File: config.mk
export PLATFORM = sky130hd
export DESIGN_NAME = parking_lot_multi_gate_counter
export DESIGN_NICKNAME = d
export VERILOG_FILES = /design/src/rtl/parking_lot_pkg.sv /design/src/rtl/parking_lot_multi_gate_counter_gate_direction_fsm.sv /design/src/rtl/parking_lot_multi_gate_counter.sv
export SDC_FILE = /design/constraint.sdc
export NUM_CORES = 1
export LEC_CHECK = 0
export CORE_MARGIN = 4
export CORE_UTILIZATION = 31
export DETAILED_ROUTE_END_ITERATION = 16
export PLACE_DENSITY = 0.56
export SYNTH_ARGS = -nofsm -noshare
export SYNTH_HDL_FRONTEND = slang
export SYNTH_HIERARCHICAL = 1
export SYNTH_SLANG_ARGS = --single-unit
File: constraint.sdc
create_clock -name clk_i -period 6.6 [get_ports clk_i]
set_input_delay 1.98 -clock clk_i [delete_from_list [all_inputs] [get_ports clk_i]]
set_output_delay 1.98 -clock clk_i [all_outputs]
set_load 0.01 [all_outputs]
File: src/rtl/parking_lot_pkg.sv
// Shared state encoding and seven-segment helpers for the multi-gate parking-lot counter.
package parking_lot_pkg;

    typedef enum logic [2:0] {
        IDLE,
        IN_A,
        IN_AB,
        IN_B,
        OUT_B,
        OUT_BA,
        OUT_A
    } gate_state_t;

    localparam logic [6:0] SEG_BLANK = 7'b1111111;
    localparam int BIN_W = 14;
    localparam int BCD_W = 16;

    // {g,f,e,d,c,b,a}, active-low; non-decimal codes blank the digit
    function automatic logic [6:0] bcd_to_seg(input logic [3:0] digit);
        case (digit)
            4'd0:    return 7'b1000000;
            4'd1:    return 7'b1111001;
            4'd2:    return 7'b0100100;
            4'd3:    return 7'b0110000;
            4'd4:    return 7'b0011001;
            4'd5:    return 7'b0010010;
            4'd6:    return 7'b0000010;
            4'd7:    return 7'b1111000;
            4'd8:    return 7'b0000000;
            4'd9:    return 7'b0010000;
            default: return SEG_BLANK;
        endcase
    endfunction

    function automatic logic [BCD_W-1:0] bin_to_bcd(input logic [BIN_W-1:0] bin);
        logic [BCD_W-1:0] bcd;
        bcd = '0;
        for (int i = BIN_W - 1; i >= 0; i--) begin
            for (int d = 0; d < 4; d++) begin
                if (bcd[4*d +: 4] >= 4'd5) bcd[4*d +: 4] = bcd[4*d +: 4] + 4'd3;
            end
            bcd = {bcd[BCD_W-2:0], bin[i]};
        end
        return bcd;
    endfunction

endpackage

File: src/rtl/parking_lot_multi_gate_counter_gate_direction_fsm.sv
// One gate: synchronise and debounce both beams, then decode the beam order into enter/exit pulses.
module gate_direction_fsm #(
    parameter int DEBOUNCE_CYCLES = 4
) (
    input  logic clk,
    input  logic rst_n,
    input  logic sensor_a,
    input  logic sensor_b,
    output logic enter_pulse,
    output logic exit_pulse
);
    import parking_lot_pkg::*;

    localparam int STAB_W = (DEBOUNCE_CYCLES > 1) ? $clog2(DEBOUNCE_CYCLES) : 1;
    localparam logic [STAB_W-1:0] STAB_LAST = STAB_W'(DEBOUNCE_CYCLES - 1);

    logic [1:0]        sync_p0;
    logic [1:0]        sync_p1;
    logic [1:0]        deb_p2;
    logic [STAB_W-1:0] stab [2];
    gate_state_t       state;

    // Stage p0/p1: two-flop synchroniser; p2: debounced {a,b}
    always_ff @(posedge clk or negedge rst_n) begin
        if (!rst_n) begin
            sync_p0 <= '0;
            sync_p1 <= '0;
            deb_p2  <= '0;
            for (int i = 0; i < 2; i++) stab[i] <= '0;
        end else begin
            sync_p0 <= {sensor_a, sensor_b};
            sync_p1 <= sync_p0;
            for (int i = 0; i < 2; i++) begin
                if (sync_p1[i] == deb_p2[i]) begin
                    stab[i] <= '0;
                end else if (stab[i] == STAB_LAST) begin
                    deb_p2[i] <= sync_p1[i];
                    stab[i]   <= '0;
                end else begin
                    stab[i] <= stab[i] + 1'b1;
                end
            end
        end
    end

    // Stage p3: direction FSM; 00 always returns to IDLE, completing a pass only from IN_B/OUT_A
    always_ff @(posedge clk or negedge rst_n) begin
        if (!rst_n) begin
            state       <= IDLE;
            enter_pulse <= 1'b0;
            exit_pulse  <= 1'b0;
        end else begin
            enter_pulse <= 1'b0;
            exit_pulse  <= 1'b0;
            if (deb_p2 == 2'b00) begin
                state       <= IDLE;
                enter_pulse <= (state == IN_B);
                exit_pulse  <= (state == OUT_A);
            end else begin
                case (state)
                    IDLE: begin
                        if (deb_p2 == 2'b10)      state <= IN_A;
                        else if (deb_p2 == 2'b01) state <= OUT_B;
                    end
                    IN_A:   if (deb_p2 == 2'b11) state <= IN_AB;
                    IN_AB: begin
                        if (deb_p2 == 2'b01)      state <= IN_B;
                        else if (deb_p2 == 2'b10) state <= IN_A;
                    end
                    IN_B:   if (deb_p2 == 2'b11) state <= IN_AB;
                    OUT_B:  if (deb_p2 == 2'b11) state <= OUT_BA;
                    OUT_BA: begin
                        if (deb_p2 == 2'b10)      state <= OUT_A;
                        else if (deb_p2 == 2'b01) state <= OUT_B;
                    end
                    OUT_A:  if (deb_p2 == 2'b11) state <= OUT_BA;
                    default: state <= IDLE;
                endcase
            end
        end
    end

endmodule

File: src/rtl/parking_lot_multi_gate_counter.sv
// Multi-gate occupancy counter: per-gate direction decoders, saturating count and 4-digit display.
module parking_lot_multi_gate_counter #(
    parameter int NUM_GATES       = 2,
    parameter int CAPACITY        = 99,
    parameter int DEBOUNCE_CYCLES = 4,
    parameter int REFRESH_CYCLES  = 100000,
    parameter int COUNT_W         = $clog2(CAPACITY + 1)
) (
    input  logic                 clk_i,
    input  logic                 reset_ni,
    input  logic [NUM_GATES-1:0] sensor_a_i,
    input  logic [NUM_GATES-1:0] sensor_b_i,
    output logic [COUNT_W-1:0]   count_o,
    output logic                 full_o,
    output logic                 empty_o,
    output logic                 reject_o,
    output logic [6:0]           seven_segment_o,
    output logic [3:0]           an_o
);
    import parking_lot_pkg::*;

    // Headroom for count + 8 entries or count - 8 exits, plus sign
    localparam int CAND_W = COUNT_W + 5;
    localparam int REF_W  = (REFRESH_CYCLES > 1) ? $clog2(REFRESH_CYCLES) : 1;
    localparam logic [REF_W-1:0] REF_LAST = REF_W'(REFRESH_CYCLES - 1);

    logic [NUM_GATES-1:0]       enter_p0;
    logic [NUM_GATES-1:0]       exit_p0;
    logic signed [CAND_W-1:0]   cand_p0;
    logic [COUNT_W-1:0]         count_next;
    logic                       reject_next;
    logic [COUNT_W-1:0]         count_p1;
    logic                       full_p1;
    logic                       empty_p1;
    logic                       reject_p1;
    logic [REF_W-1:0]           refresh_cnt;
    logic [1:0]                 digit;
    logic [BCD_W-1:0]           bcd;
    logic [6:0]                 seg_p2;
    logic [3:0]                 an_p2;

    for (genvar g = 0; g < NUM_GATES; g++) begin : g_gate
        gate_direction_fsm #(
            .DEBOUNCE_CYCLES(DEBOUNCE_CYCLES)
        ) u_gate (
            .clk        (clk_i),
            .rst_n      (reset_ni),
            .sensor_a   (sensor_a_i[g]),
            .sensor_b   (sensor_b_i[g]),
            .enter_pulse(enter_p0[g]),
            .exit_pulse (exit_p0[g])
        );
    end

    // Returns {reject, clamped count}
    function automatic logic [COUNT_W:0] saturate(input logic signed [CAND_W-1:0] cand);
        if (cand > $signed(CAND_W'(CAPACITY))) return {1'b1, COUNT_W'(CAPACITY)};
        if (cand < 0)                          return {1'b1, {COUNT_W{1'b0}}};
        return {1'b0, cand[COUNT_W-1:0]};
    endfunction

    always_comb begin
        cand_p0 = $signed(CAND_W'(count_p1));
        for (int g = 0; g < NUM_GATES; g++) begin
            cand_p0 = cand_p0 + $signed(CAND_W'(enter_p0[g])) - $signed(CAND_W'(exit_p0[g]));
        end
        {reject_next, count_next} = saturate(cand_p0);
    end

    // Stage p1: registered occupancy and status
    always_ff @(posedge clk_i or negedge reset_ni) begin
        if (!reset_ni) begin
            count_p1  <= '0;
            full_p1   <= 1'b0;
            empty_p1  <= 1'b1;
            reject_p1 <= 1'b0;
        end else begin
            count_p1  <= count_next;
            reject_p1 <= reject_next;
            full_p1   <= (count_next == COUNT_W'(CAPACITY));
            empty_p1  <= (count_next == '0);
        end
    end

    assign bcd = bin_to_bcd(BIN_W'(count_p1));

    // Stage p2: anode and segments registered together so digits never ghost
    always_ff @(posedge clk_i or negedge reset_ni) begin
        if (!reset_ni) begin
            refresh_cnt <= '0;
            digit       <= 2'd0;
            an_p2       <= 4'b1110;
            seg_p2      <= 7'b1000000;
        end else begin
            if (refresh_cnt == REF_LAST) begin
                refresh_cnt <= '0;
                digit       <= digit + 2'd1;
            end else begin
                refresh_cnt <= refresh_cnt + 1'b1;
            end
            an_p2  <= ~(4'b0001 << digit);
            seg_p2 <= bcd_to_seg(bcd[{digit, 2'b00} +: 4]);
        end
    end

    assign count_o         = count_p1;
    assign full_o          = full_p1;
    assign empty_o         = empty_p1;
    assign reject_o        = reject_p1;
    assign seven_segment_o = seg_p2;
    assign an_o            = an_p2;

endmodule

==> flow_summary_export.csv <==
group,metric,value,unit
outcome,status,"finished clean",
critical_path,worstReg2RegEnd,"seven_segment_o[3]$_DFF_PN0_",
synth,synth_edf_count,0,
place,placedCellCount,643,
detailed_routing,via_per_inst,4.97,
synth,synth_fp_nets,497,
detailed_routing,vias,3276,
worst_hold_path,hold_depth,0,
critical_path,path_class,"reg -> reg",
critical_path,path_buf_inv,1,
worst_hold_path,hold_path_class,"reg -> reg",
timing,slew_headroom,0.401,
cts,clock_latency,0.34,ns
critical_path,crit_path_start_kind,"flop",
cts,ctsHoldBuffers,0,
critical_path,max_stage_delay,0.54,ns
detailed_routing,avgRoutedWirePerCell,12.7,um
critical_path,ff2ff_setup_slack,1.44,ns
timing,finalHoldViolCount,0,
critical_path,cp-end-kind,"flop",
timing,fin_crit,5.16,ns
critical_path,reg2regPathDepth,17,
critical_path,critPathMaxFanout,10,
cts,postCtsSetupBuffers,0,
die,die_y,128,um
die,dieWidth,128,um
die,coreArea,14000,um^2
timing,fin_crit_sh,0.782,
synth,syn_avg_cell_area,9.89,um^2
cts,cts_tree,"built",
timing,maxSlewViolCount,0,
global_routing,grt_pass1_wl,14700,um
timing,grt_setup_unrepaired,"false",
finish,syn_to_final_growth,14.5,%
finish,fillers,1398,
synth,synth-seq-cells,70,
cts,clockRootBuffer,"clkbuf_16",
place,dp_hpwl,6030,um
synth,seq_area_frac_synth,0.394,
critical_path,worstPathRequired,6.82,ns
die,die-area,16400,um^2
detailed_routing,routed_wl,8370,um
critical_path,worstPathArrival,5.39,ns
synth,syn_inst,451,
global_routing,grt_max_degree,71,
detailed_routing,ant_nets,0,
synth,synth_ff_type,"dfrtp_1",
critical_path,reg2reg_from,"count_o[5]$_DFF_PN0_",
timing,tns,0,ns
place,place.gp.congestion,0.856,
critical_path,critPathTopFamily,"compound AO/OA/AOI/OAI gates",
global_routing,grt_pass1_vias,3259,
place,numPortBuffers,26,
timing,worst_slew_pin_slew,0.899,ns
finish,final_cells,659,
detailed_routing,drtIter0Drc,280,
global_routing,antenna_found_initial,0,
critical_path,slowest_stage,"or4_1",
timing,fmax,194,MHz
timing,finalClockSkew,0.00446,ns
timing,whs,0.348,ns
die,std_cell_rows,43,
cts,clkTransAtPathRegs,0.06,ns
cts,clock_path_buffers,2,
synth,synth_cell_types,68,
finish,antenna_cells,0,
die,ios,27,
cts,cts_made_buffers,9,
worst_hold_path,hold_path_startpoint,"g_gate[1].u_gate/sync_p0[0]$_DFF_PN0_",
detailed_routing,remaining_drc_errors,0,
synth,synth_area,4460,um^2
global_routing,grt.total_usage,0.109,
detailed_routing,drt_pass1_iterations,4,
critical_path,crit_top_cell,"ha_1",
finish,final_layout_size_suffix_gt1_frac,0.102,
global_routing,overflow,0,
critical_path,crit_chain,"inv_1 > ha_1 > a21oi_1 > mux2i_1 > ha_1 > nor2b_1 > a21oi_1 > a41oi_1 > o211ai_4 > ha_1 > nor2b_1 > o31ai_2 > mux2i_1 > or4_1 > o211ai_2 > ha_1 > a221o_1",
finish,fin_util,0.365,
cts,cts_htree_levels,3,
die,initial_utilization,0.319,
job,cap_viol_max_count,0,
cts,cts.sinks,70,
worst_hold_path,hold_end,"g_gate[1].u_gate/sync_p1[0]$_DFF_PN0_",
finish,fin_nets,520,
synth,synth_warnings,6,
timing,finalSetupViolations,0,
synth,synth_async_sr_flop_share,1.00,
cts,ctsResizeCount,0,
==> layer usage <==
layer | vias up | global-route usage | wire [um]
li1 | 1644 | - | -
met1 | 1564 | 0.136 | 3840
met2 | 56 | 0.182 | 4030
met3 | 12 | 0.0271 | 361
met4 | 0 | 0.0400 | 134
met5 | - | 0 | 0
==> how the worst max path moves through the flow <==
stage | from | to | slack, ns | cells past startpoint
after floorplan | count_o[5]$_DFF_PN0_ | seven_segment_o[3]$_DFF_PN0_ | 1.88 | 18
after global placement | count_o[5]$_DFF_PN0_ | seven_segment_o[3]$_DFF_PN0_ | 1.62 | 17
after CTS | count_o[5]$_DFF_PN0_ | seven_segment_o[3]$_DFF_PN0_ | 1.47 | 17
after global routing | count_o[5]$_DFF_PN0_ | seven_segment_o[3]$_DFF_PN0_ | 1.01 | 17
final | count_o[5]$_DFF_PN0_ | seven_segment_o[3]$_DFF_PN0_ | 1.44 | 17
after detailed placement | count_o[5]$_DFF_PN0_ | seven_segment_o[3]$_DFF_PN0_ | 1.49 | 17
==> worst register-to-register path, cell delays in order (launching register included) <==
cell and delay (ns):
dfrtp_1 0.44, inv_1 0.15, ha_1 0.35, a21oi_1 0.22, mux2i_1 0.35, ha_1 0.27, nor2b_1 0.29, a21oi_1 0.10
a41oi_1 0.34, o211ai_4 0.17, ha_1 0.28, nor2b_1 0.17, o31ai_2 0.41, mux2i_1 0.19, or4_1 0.54, o211ai_2 0.18
ha_1 0.31, a221o_1 0.30
==> state kept, by name, indices dropped and copies added, names as in the netlist <==
signal,count
empty_o,1
g_gate.u_gate/sync_p1,4
an_o,4
g_gate.u_gate/deb_p2,4
full_o,1
g_gate.u_gate/exit_pulse,2
g_gate.u_gate/sync_p0,4
digit,2
g_gate.u_gate/state,6
g_gate.u_gate/enter_pulse,2
seven_segment_o,7
count_o,7
g_gate.u_gate/stab,8
reject_o,1
refresh_cnt,17
==> synthesized netlist by cell type, types with 5 or more instances <==
cell | number | share of area
a21oi_1 | 27 | 0.030
nand2_1 | 33 | 0.028
nand3_1 | 15 | 0.017
nor2b_1 | 10 | 0.014
buf_2 | 6 | 0.0067
mux2i_1 | 8 | 0.018
and3_1 | 8 | 0.011
nor2_1 | 23 | 0.019
ha_1 | 38 | 0.11
xnor2_1 | 22 | 0.043
o21ai_0 | 15 | 0.017
xor2_1 | 15 | 0.029
inv_1 | 34 | 0.029
a21o_1 | 9 | 0.015
mux2_2 | 5 | 0.013
nor3_1 | 14 | 0.016
dfrtp_1 | 65 | 0.36
dfstp_2 | 5 | 0.029
==> cells in the final DEF (no fill, tap or decap), types with 10 or more instances in the layout <==
cell type	count
nor3_1	14
nor2b_1	10
a21oi_1	27
xnor2_1	22
ha_1	38
nand2_1	33
dfrtp_1	65
clkdlybuf4s50_1	25
o21ai_0	15
nand3_1	15
inv_1	34
nor2_1	23
xor2_1	15
==> stage by stage <==
step / worst slack [ns] / area (um^2)
floorplan: 1.88 / 4460
global placement: 1.62 / 4840
detailed placement: 1.49 / 4840
CTS: 1.47 / 5100
global route: 1.01 / 5100
finish: 1.44 / 5100
==> cells by family (layout without fill, tap and decap cells) <==
logic type                 after synthesis  in the layout  synth area share
and+or+nand+nor                        136            136             0.159
AOI/OAI and AO/OA                      104            104             0.173
DFF                                     70             70             0.394
buffers and inverters                   51             79            0.0547
adders and majority gates               40             40             0.116
xor gates and xnor gates                37             37            0.0727
muxes                                   13             13            0.0306
==> layout make-up <==
cell class / instances / area, um^2 / area share
inverter: 37 / 139 / 0.0272
sequential: 70 / 1760 / 0.344
multi-input combinational: 330 / 2460 / 0.481
tap: 180 / 225 / 0.0441
clock buffer: 10 / 229 / 0.0449
timing repair buffer: 26 / 258 / 0.0505
clock inverter: 6 / 38.8 / 0.00760
Power is not shown: default switching activity piles up to over one toggle a cycle in this logic, so the estimate is an artifact.
